**src/rtl/uart_pkg.sv**
```systemverilog
// Shared UART definitions: FSM state encoding and frame line levels.
// Used by both the transmit and receive sides.
package uart_pkg;

  typedef enum logic [2:0] {
    IDLE    = 3'b000,
    START   = 3'b001,
    DATA    = 3'b010,
    STOP    = 3'b011,
    CLEANUP = 3'b100
  } uart_state_t;

  localparam int   DATA_BITS = 8;
  localparam logic START_LVL = 1'b0;
  localparam logic STOP_LVL  = 1'b1;
  localparam logic IDLE_LVL  = 1'b1;

endpackage

```
**src/rtl/uart_tx_serializer_if.sv**
```systemverilog
// Request/line bundle between a byte source and the UART transmitter.
interface uart_tx_serializer_if;
  logic       tx_dv;
  logic [7:0] tx_byte;
  logic       tx_serial;
  logic       tx_active;
  logic       tx_done;

  modport master (
    output tx_dv,
    output tx_byte,
    input  tx_serial,
    input  tx_active,
    input  tx_done
  );

  modport slave (
    input  tx_dv,
    input  tx_byte,
    output tx_serial,
    output tx_active,
    output tx_done
  );
endinterface

```
**src/rtl/comparator_n_bits.sv**
```systemverilog
// Generic N-bit equality comparator.
module Comparator_N_bits #(
  parameter int N = 16
) (
  input  logic [N-1:0] a,
  input  logic [N-1:0] b,
  output logic         eq
);

  assign eq = (a == b);

endmodule

```
**src/rtl/uart_tx_bit_timer.sv**
```systemverilog
// Bit-period timer: 16-bit up-counter with synchronous clear; bit_tick
// marks the last clock of a bit period (count == CLKS_PER_BIT-1).
module uart_tx_bit_timer #(
  parameter int CLKS_PER_BIT = 87
) (
  input  logic clk,
  input  logic rst,
  input  logic clear,
  output logic bit_tick
);

  // Compare value truncated to the counter width.
  localparam logic [15:0] LAST_COUNT = 16'(CLKS_PER_BIT - 1);

  logic [15:0] count;

  // Count clocks within the current bit; restart whenever the FSM clears.
  always_ff @(posedge clk or posedge rst) begin
    if (rst) begin
      count <= 16'd0;
    end else if (clear) begin
      count <= 16'd0;
    end else begin
      count <= count + 16'd1;
    end
  end

  Comparator_N_bits #(.N(16)) u_last_cmp (
    .a  (count),
    .b  (LAST_COUNT),
    .eq (bit_tick)
  );

endmodule

```
**src/rtl/uart_tx_serializer.sv**
```systemverilog
// UART 8N1 transmitter. Holds the frame FSM, captured byte, bit index and
// the registered line outputs; bit timing comes from uart_tx_bit_timer.
module uart_tx_serializer
  import uart_pkg::*;
#(
  parameter int CLKS_PER_BIT = 87
) (
  input  logic                       clk,
  input  logic                       rst,
  uart_tx_serializer_if.slave        bus
);

  localparam logic [2:0] LAST_IDX = 3'(DATA_BITS - 1);

  uart_state_t state;
  logic [2:0]  bit_idx;
  logic [7:0]  byte_reg;
  logic        serial;
  logic        active;
  logic        done;
  logic        bit_tick;
  logic        timer_clear;

  // Timer runs only while a bit is on the line; held at zero otherwise and
  // restarted at each bit boundary.
  always_comb begin
    timer_clear = 1'b1;
    if (state == START || state == DATA || state == STOP) begin
      timer_clear = bit_tick;
    end else begin
      timer_clear = 1'b1;
    end
  end

  uart_tx_bit_timer #(.CLKS_PER_BIT(CLKS_PER_BIT)) u_bit_timer (
    .clk      (clk),
    .rst      (rst),
    .clear    (timer_clear),
    .bit_tick (bit_tick)
  );

  // Frame sequencer: walks start, data LSB-first, stop, then one cleanup cycle.
  always_ff @(posedge clk or posedge rst) begin
    if (rst) begin
      state    <= IDLE;
      bit_idx  <= 3'd0;
      byte_reg <= 8'd0;
      serial   <= IDLE_LVL;
      active   <= 1'b0;
      done     <= 1'b0;
    end else begin
      case (state)
        IDLE: begin
          serial <= IDLE_LVL;
          done   <= 1'b0;
          active <= 1'b0;
          if (bus.tx_dv) begin
            byte_reg <= bus.tx_byte;
            active   <= 1'b1;
            serial   <= START_LVL;
            state    <= START;
          end
        end
        START: begin
          if (bit_tick) begin
            bit_idx <= 3'd0;
            serial  <= byte_reg[0];
            state   <= DATA;
          end
        end
        DATA: begin
          if (bit_tick) begin
            if (bit_idx < LAST_IDX) begin
              bit_idx <= bit_idx + 3'd1;
              serial  <= byte_reg[bit_idx + 3'd1];
            end else begin
              bit_idx <= 3'd0;
              serial  <= STOP_LVL;
              state   <= STOP;
            end
          end
        end
        STOP: begin
          if (bit_tick) begin
            done   <= 1'b1;
            active <= 1'b0;
            state  <= CLEANUP;
          end
        end
        CLEANUP: begin
          done   <= 1'b0;
          serial <= IDLE_LVL;
          state  <= IDLE;
        end
        default: begin
          // Unused encodings recover to idle with the line released.
          bit_idx <= 3'd0;
          serial  <= IDLE_LVL;
          active  <= 1'b0;
          done    <= 1'b0;
          state   <= IDLE;
        end
      endcase
    end
  end

  assign bus.tx_serial = serial;
  assign bus.tx_active = active;
  assign bus.tx_done   = done;

endmodule

```
**src/flat_wrapper.sv**
```systemverilog
// flat-port wrapper written by rule: the top's interface ports become plain ports
module uart_tx_serializer_flat import uart_pkg::*;
#(
  parameter int CLKS_PER_BIT = 87
)
  (clk, rst, bus_tx_dv, bus_tx_byte, bus_tx_serial, bus_tx_active, bus_tx_done);
  uart_tx_serializer_if bus_i ();
  input  logic clk;
  input  logic rst;
  input wire logic [$bits(bus_i.tx_dv)-1:0] bus_tx_dv;
  input wire logic [$bits(bus_i.tx_byte)-1:0] bus_tx_byte;
  output wire logic [$bits(bus_i.tx_serial)-1:0] bus_tx_serial;
  output wire logic [$bits(bus_i.tx_active)-1:0] bus_tx_active;
  output wire logic [$bits(bus_i.tx_done)-1:0] bus_tx_done;
  assign bus_i.tx_dv = bus_tx_dv;
  assign bus_i.tx_byte = bus_tx_byte;
  assign bus_tx_serial = bus_i.tx_serial;
  assign bus_tx_active = bus_i.tx_active;
  assign bus_tx_done = bus_i.tx_done;
  uart_tx_serializer #(.CLKS_PER_BIT(CLKS_PER_BIT)) u_core (.clk(clk), .rst(rst), .bus(bus_i));
endmodule
```
**config.mk**
```make
export PLATFORM = sky130hd
export DESIGN_NAME = uart_tx_serializer_flat
export DESIGN_NICKNAME = d
export VERILOG_FILES = /design/src/rtl/uart_pkg.sv /design/src/rtl/uart_tx_serializer_if.sv /design/src/rtl/comparator_n_bits.sv /design/src/rtl/uart_tx_bit_timer.sv /design/src/rtl/uart_tx_serializer.sv /design/src/flat_wrapper.sv
export SDC_FILE = /design/constraint.sdc
export NUM_CORES = 1
export LEC_CHECK = 0
export CAP_MARGIN = 20
export CORE_MARGIN = 8
export CORE_UTILIZATION = 50
export DETAILED_ROUTE_END_ITERATION = 10
export PLACE_DENSITY = 0.76
export REMOVE_ABC_BUFFERS = 1
export SLEW_MARGIN = 20
export SYNTH_ARGS = -nofsm -noshare
export SYNTH_HDL_FRONTEND = slang
export SYNTH_SLANG_ARGS = --single-unit
```
**constraint.sdc**
```tcl
create_clock -name clk -period 5.6 [get_ports clk]
set_input_delay 1.12 -clock clk [delete_from_list [all_inputs] [get_ports clk]]
set_output_delay 1.12 -clock clk [all_outputs]
set_load 0.02 [all_outputs]
```
==> reports/qor.log, run 1 <==
qor: run_status.status finished, final reports clean
qor: min_path.hold-path-cell-count 1
qor: finish.syn2layout_area_growth 13.6%
qor: cts.clock_sinks 33
qor: cts.cts_max_level 2
qor: worst_setup_path.reg2reg_to u_core.bit_idx[2]
qor: logic_synthesis.syn_inst_count 164
qor: min_path.timing.hold.worst.start u_core.byte_reg[7]
qor: worst_setup_path.timing.critical_path.buf_inv 1
qor: power.pwr-share-seq 59.1%
qor: finish.n_fill_cell 290
qor: logic_synthesis.yosys.area_share.xor_xnor 8.17%
qor: cts.cts_tree built
qor: worst_setup_path.depth_of_the_worst_register_to_register_path 6
qor: worst_setup_path.critical_path_class reg2out
qor: cts.clk_pin_slew 110 ps
qor: routing.detail_route.first_pass.iterations 4
qor: logic_synthesis.asyncSetResetFlopFracSynth 100%
qor: grt.grt_busiest_layer met2
qor: cts.clock_tree.root_cell clkbuf_4
qor: routing.postRouteWirelength 3270 um
qor: grt.first_global_vias 1284
qor: grt.grt.met2_usage 22.3%
qor: sta.slew_headroom 57.0%
qor: logic_synthesis.synth_compound_area_share 7.37%
qor: finish.n_antenna_cell 0
qor: worst_setup_path.path_cells clkdlybuf4s50_1
qor: sta.unrepaired_setup_endpoints_after_global_routing false
qor: placed_design.dpl.cell_count 218
qor: power.power.share.switching 21.1%
qor: routing.drt_iter0_drc 42
qor: routing.num_vias 1266
qor: die.floorplan.core_area 3310 um^2
qor: cts.cts_resized 0
qor: worst_setup_path.reg2reg_from u_core.u_bit_timer.count[0]
qor: sta.hold_slack 519 ps
qor: logic_synthesis.netlist.top_cell.by_area dfrtp_1
qor: power.clock_power_share 36.8%
qor: power.leakage 0.805 nW
qor: power.total_power_density_per_cell_area 211 nW/um^2
qor: die.io_pins 14
qor: logic_synthesis.post_synth_fa_ha_maj_area_fraction 2.19%
qor: sta.max_freq 382 MHz
qor: logic_synthesis.netlist-cell-type-count 37
qor: job.drv_cap 0
qor: cts.cts_buffers 5
qor: finish.stdcell_count 226
qor: power.comb_power_share 4.2%
qor: placed_design.finalWeightedCongestion 0.858
qor: worst_setup_path.worstSetupStartpointType flip-flop
qor: logic_synthesis.synth-warning-count 0
qor: routing.viasPerCell 5.60
qor: logic_synthesis.synth_top_cell_area_share 46.7%
qor: sta.hold_viol_final 0
qor: placed_design.portBuffers 13
qor: cts.hold_buffers 0
qor: logic_synthesis.synth_seq_cells 33
qor: cts.clockBufferDepth 2
qor: worst_setup_path.internal_reg_to_reg_setup_slack 3490 ps
qor: routing.ant_nets 0
qor: die.die_h 74.6 um
qor: worst_setup_path.critPathCaptureType output port
qor: power.power_report.internal_total 0.324 mW
qor: worst_setup_path.timing.critical_path.slowest_stage_cell clkdlybuf4s50_1
qor: sta.fin_tns_setup 0 ps
qor: logic_synthesis.ys_dominant_reg_cell dfrtp_1
qor: logic_synthesis.synth.area.mux_share 9.19%
qor: logic_synthesis.yosys.area_share.simple 21.3%
qor: worst_setup_path.crit_family buffers and inverters
qor: grt.grt_util_met3 4.45%
qor: die.die_w 74.6 um
qor: power.vdd_ir_drop_max 113 uV
qor: placed_design.detailed_placement_hpwl 2340 um
qor: sta.setup_slack 2980 ps
qor: cts.cts_setup_buffers 0
qor: worst_setup_path.timing.critical_path.arrival 1500 ps
qor: min_path.holdPathEnd u_core.byte_reg[7]
qor: grt.grt_first_pass_wirelength 5840 um
qor: grt.grt_usage 13.7%
qor: die.floorplan.rows 21
qor: grt.grtUsageMet1 15.9%
qor: placed_design.preCtsSetupSlack 2870 ps
qor: logic_synthesis.main_combinational_cell_family_by_area_after_synthesis simple AND/OR/NAND/NOR gates
qor: sta.number_of_slew_limit_violations_in_the_final_report 0
qor: sta.final_min_period_over_clock_period 46.7%
qor: grt.initial_antenna_violation_count 0
qor: grt.grt_max_degree 34
qor: power.p_switching 0.0867 mW
qor: worst_setup_path.cpPeakStageDelay 610 ps
qor: logic_synthesis.largest_cells_by_area_after_synthesis dfrtp_1, xnor2_1, mux2_2
qor: min_path.hold_path_class reg2reg
qor: logic_synthesis.netlist_area 1720 um^2
qor: routing.routed_wire_length_per_instance 14.5 um
qor: logic_synthesis.synth_edf_count 0
qor: worst_setup_path.critical_path_maximum_fanout 3
qor: sta.tightest_slew 641 ps
qor: grt.grt_overflow 0
qor: cts.insertion_delay 340 ps
qor: logic_synthesis.ys_seq_area_share 48.2%
qor: die.dieArea 5560 um^2
qor: finish.design.final.nets 193
qor: logic_synthesis.synthesis.area_per_instance 10.5 um^2
qor: routing.drt_drc_violations_left 0
qor: finish.largest_register_ffs 16
qor: finish.drive_above_1_share 14.4%
qor: sta.clock-skew-final 13.6 ps
qor: sta.finalCriticalPeriod 2620 ps
qor: sta.final_setup_vio_count 0
qor: worst_setup_path.crit_required 4480 ps
qor: die.initial_core_util 51.8%
-- cells in the final DEF (no fill, tap or decap), types with 3 or more instances in the layout --
cell / synthesis / layout
o21ai_0: 5 / 5
nand4_1: 4 / 4
nor4_1: 4 / 4
clkbuf_4: 0 / 5
nor3_1: 6 / 6
and3_1: 3 / 3
mux2_2: 10 / 10
ha_1: 3 / 3
nand3_1: 11 / 11
a21oi_1: 3 / 3
clkdlybuf4s50_1: 0 / 13
xnor2_1: 13 / 13
xor2_1: 3 / 3
nor2_1: 21 / 21
inv_1: 8 / 8
nand2_1: 6 / 6
dfrtp_1: 32 / 32
-- final cells by class --
class | count | area (um^2) | share of cell area [%]
Sequential cell | 33 | 827 | 42.4
Multi-Input combinational cell | 117 | 827 | 42.4
Timing Repair Buffer | 14 | 138 | 7.06
Clock buffer | 7 | 65.1 | 3.34
Tap cell | 46 | 57.6 | 2.95
Inverter | 8 | 30.0 | 1.54
Clock inverter | 1 | 5.00 | 0.257
-- cell usage after synthesis, types with 4 or more instances --
cell	number
nor4_1	4
mux2_2	10
nand2_1	6
nand3_1	11
nor3_1	6
nor2_1	21
inv_1	8
clkbuf_1	4
nand4_1	4
xnor2_1	13
o21ai_0	5
dfrtp_1	32
-- cells by family after synthesis --
family	count (synthesis)
xor gates and xnor gates	16
muxes	12
AOI/OAI and AO/OA	18
buffers and inverters	14
adders and majority gates	3
DFF	33
and+or+nand+nor	68
-- power by group through the flow --
| stage | logic [mW] | clock network, mW | registers, mW |
|---|---|---|---|
| after floorplan | 0.00810 | 0 | 0.247 |
| after global placement | 0.0171 | 0 | 0.247 |
| after detailed placement | 0.0174 | 0 | 0.247 |
| after CTS | 0.0175 | 0.158 | 0.243 |
| after global routing | 0.0193 | 0.167 | 0.243 |
| final | 0.0171 | 0.151 | 0.243 |
-- stage by stage --
| stage | area, um^2 | power [mW] | util, % |
|---|---|---|---|
| after floorplan | 1680 | 0.255 | - |
| after global placement | 1880 | 0.264 | 56.8 |
| after detailed placement | 1880 | 0.265 | 56.8 |
| after CTS | 1950 | 0.418 | 58.9 |
| after global routing | 1950 | 0.429 | 58.9 |
| final | 1950 | 0.411 | 58.9 |
-- metal layers --
layer	routed length, um	vias up
li1	-	622
met1	1440	623
met2	1630	15
met3	142	6
met4	59	0
met5	0	-
-- worst max path at each step --
stage                    startpoint            endpoint  slack (ps)  cells past startpoint
2_1_floorplan             bus_tx_dv  u_core.byte_reg[0]        3520                      3
3_3_place_gp              bus_tx_dv  u_core.byte_reg[2]        2900                      4
3_5_place_dp              bus_tx_dv  u_core.byte_reg[3]        2870                      4
4_1_cts        u_core.bus.tx_serial       bus_tx_serial        2950                      1
5_1_grt        u_core.bus.tx_serial       bus_tx_serial        2910                      1
6_report       u_core.bus.tx_serial       bus_tx_serial        2980                      1
Note: power is estimated with default switching activity, not from simulation.
==> run 2: changes to the inputs <==
--- a/config.mk
+++ b/config.mk
@@ -9,7 +9,7 @@
 export CORE_MARGIN = 8
 export CORE_UTILIZATION = 50
 export DETAILED_ROUTE_END_ITERATION = 10
-export PLACE_DENSITY = 0.76
+export PLACE_DENSITY = 0.79
 export REMOVE_ABC_BUFFERS = 1
 export SLEW_MARGIN = 20
 export SYNTH_ARGS = -nofsm -noshare
==> constraint.sdc (replaced) <==
create_clock -name clk -period 2.3 [get_ports clk]
set_input_delay 0.46 -clock clk [delete_from_list [all_inputs] [get_ports clk]]
set_output_delay 0.46 -clock clk [all_outputs]
set_load 0.02 [all_outputs]
==> run 2 against run 1 <==
Clock power rose by 110%. Highest routed layer unchanged. First-iteration DRC count rose to 5.2 times the previous value. Final cell count rose by 0.88%.
==> reports/qor.log, run 2 (same netlist as run 1, synthesis figures left out) <==
qor: sta.setup_slack 303 ps [-2680 ps]
qor: placed_design.portBuffers 13 [unchanged]
qor: grt.grt_max_degree 34 [unchanged]
qor: finish.syn2layout_area_growth 13.6% [unchanged]
qor: routing.drt_iter0_drc 220 [+420%]
qor: placed_design.preCtsSetupSlack 343 ps [-2520 ps]
qor: routing.routed_wire_length_per_instance 15.4 um [+6.5%]
qor: routing.postRouteWirelength 3510 um [+7.4%]
qor: routing.num_vias 1311 [+3.6%]
qor: die.floorplan.rows 21 [unchanged]
qor: job.drv_cap 0 [unchanged]
qor: power.clock_power_share 33.7% [-3.1 points]
qor: cts.clk_pin_slew 110 ps [about the same]
qor: grt.grt_first_pass_wirelength 6370 um [+9.1%]
qor: grt.grt_overflow 0 [unchanged]
qor: placed_design.detailed_placement_hpwl 2480 um [+6.3%]
qor: cts.clock_sinks 33 [unchanged]
qor: finish.largest_register_ffs 16 [unchanged]
qor: sta.finalCriticalPeriod 2000 ps
qor: worst_setup_path.critPathCaptureType flip-flop
qor: grt.initial_antenna_violation_count 0 [unchanged]
qor: power.vdd_ir_drop_max 262 uV [+130%]
qor: cts.hold_buffers 0 [unchanged]
qor: die.die_w 74.6 um [unchanged]
qor: sta.fin_tns_setup 0 ps [unchanged]
qor: routing.drt_drc_violations_left 0 [unchanged]
qor: sta.tightest_slew 477 ps [-164 ps]
qor: cts.cts_tree built
qor: die.initial_core_util 51.8% [unchanged]
qor: sta.number_of_slew_limit_violations_in_the_final_report 0 [unchanged]
qor: sta.max_freq 501 MHz
qor: routing.detail_route.first_pass.iterations 5 [+1]
qor: finish.most-common-layout-cells dfrtp_1, nor2_1, xnor2_1, clkdlybuf4s50_1, nand3_1
qor: worst_setup_path.internal_reg_to_reg_setup_slack 300 ps [-3190 ps]
qor: finish.drive_above_1_share 15.4% [+0.94 points]
qor: cts.cts_max_level 2 [unchanged]
qor: power.power.share.switching 23.8% [+2.7 points]
qor: power.leakage 0.806 nW [about the same]
qor: worst_setup_path.worstSetupStartpointType flip-flop
qor: worst_setup_path.timing.critical_path.slowest_stage_cell dfrtp_1
qor: worst_setup_path.timing.critical_path.arrival 2230 ps [+730 ps]
qor: worst_setup_path.reg2reg_to u_core.bit_idx[2]
qor: cts.cts_resized 0 [unchanged]
qor: die.floorplan.core_area 3310 um^2 [unchanged]
qor: cts.cts_setup_buffers 0 [unchanged]
qor: worst_setup_path.critical_path_maximum_fanout 8 [+5]
qor: grt.first_global_vias 1415 [+10%]
qor: worst_setup_path.path_cells inv_1 > ha_1 > nor4b_1 > and4_1 > o311ai_2 > a221o_1
qor: worst_setup_path.cpPeakStageDelay 450 ps [-160 ps]
qor: sta.final_min_period_over_clock_period 86.8%
qor: die.die_h 74.6 um [unchanged]
qor: routing.ant_nets 0 [unchanged]
qor: die.dieArea 5560 um^2 [unchanged]
qor: finish.design.final.nets 195 [+1.0%]
qor: sta.unrepaired_setup_endpoints_after_global_routing false
qor: finish.utilization 58.9% [unchanged]
qor: power.pwr-share-seq 62.0% [+2.9 points]
qor: worst_setup_path.crit_required 2540 ps [-1940 ps]
qor: worst_setup_path.critical_path_class reg2reg
qor: routing.viasPerCell 5.75 [+2.6%]
qor: finish.mostFrequentLayoutCell dfrtp_1
qor: placed_design.finalWeightedCongestion 0.872 [+1.7%]
qor: worst_setup_path.reg2reg_from u_core.u_bit_timer.count[0]
qor: sta.slew_headroom 68.2% [+11 points]
qor: cts.clockBufferDepth 2 [unchanged]
qor: cts.clock_tree.root_cell clkbuf_4
qor: grt.grt_usage 15.1% [+1.3 points]
qor: power.p_switching 0.227 mW [+160%]
qor: sta.final_setup_vio_count 0 [unchanged]
qor: cts.cts_buffers 5 [unchanged]
qor: sta.hold_viol_final 0 [unchanged]
qor: finish.n_antenna_cell 0 [unchanged]
qor: die.io_pins 14 [unchanged]
qor: run_status.status finished, final reports clean
qor: power.total_power_density_per_cell_area 489 nW/um^2 [+130%]
qor: min_path.hold_path_class in2async
qor: cts.insertion_delay 340 ps [about the same]
qor: power.power_report.internal_total 0.727 mW [+120%]
qor: sta.clock-skew-final 6.35 ps [-7.21 ps]
qor: worst_setup_path.depth_of_the_worst_register_to_register_path 6 [unchanged]
qor: power.comb_power_share 4.4% [+0.2 points]
## run 2: changes by cell type in the layout (fill, tap and decap cells not counted), sizes merged
cell,delta
clkbuf,-2
buf,+2
clkinv,+1
clkinvlp,+1
## run 2: worst max path at each step
stage                                startpoint              endpoint  slack [ps]  cells past startpoint
CTS                        u_core.bus.tx_serial         bus_tx_serial         300                      1
global route        u_core.u_bit_timer.count[0]     u_core.bit_idx[2]          90                      6
floorplan                     u_core.bit_idx[0]  u_core.bus.tx_serial         490                      5
detailed placement  u_core.u_bit_timer.count[0]     u_core.bit_idx[2]         340                      6
finish              u_core.u_bit_timer.count[0]     u_core.bit_idx[2]         300                      6
global placement    u_core.u_bit_timer.count[0]     u_core.bit_idx[2]         410                      6
## run 2: final cells by class
cell class,count,area [um^2]
tap,46,57.6
sequential,33,827
inverter,8,30.0
timing repair buffer,16,153
multi-input combinational,117,827
clock buffer,5,37.5
clock inverter,3,17.5
fill,287,1360
## run 2: critical path, delay by kind of cell (launching register included)
family / cells / cell delay [ps]
AO/OA/AOI/OAI: 2 / 510
adder cells (fa/ha/maj): 1 / 130
buffers and inverters: 1 / 80
flip-flops: 1 / 450
AND/OR/NAND/NOR: 2 / 720
## run 2: power groups by stage
stage               registers (mW)  logic [mW]  clock network [mW]
floorplan                    0.601      0.0197                   0
global placement             0.602      0.0408                   0
detailed placement           0.603      0.0424                   0
CTS                          0.591      0.0426               0.334
global route                 0.592      0.0472               0.357
finish                       0.591      0.0416               0.321
## run 2: routing by layer
layer | GRT usage, % | vias to the layer above | part of all wire [%]
met1 | 16.1 | 646 | 40
met3 | 4.58 | 7 | 6.2
met2 | 26.0 | 36 | 52
met5 | 0 | - | 0
met4 | 8.04 | 0 | 1.9
li1 | - | 622 | -
## run 2: metrics by stage
stage / area (um^2) / instances / hold slack (ps) / power, mW
global route: 1950 / 228 / 532 / 0.996
finish: 1950 / 228 / 505 / 0.954
floorplan: 1680 / 158 / 475 / 0.620
global placement: 1890 / 220 / 495 / 0.643
detailed placement: 1890 / 220 / 492 / 0.645
CTS: 1950 / 228 / 493 / 0.967
==> run 3: changes to the inputs <==
--- a/config.mk
+++ b/config.mk
@@ -11,7 +11,7 @@
 export DETAILED_ROUTE_END_ITERATION = 10
 export PLACE_DENSITY = 0.79
 export REMOVE_ABC_BUFFERS = 1
-export SLEW_MARGIN = 20
+export SLEW_MARGIN = 25
 export SYNTH_ARGS = -nofsm -noshare
 export SYNTH_HDL_FRONTEND = slang
 export SYNTH_SLANG_ARGS = --single-unit
==> results of run 3 <==
The final DEF is identical to that of run 2; final timing and power are the same.
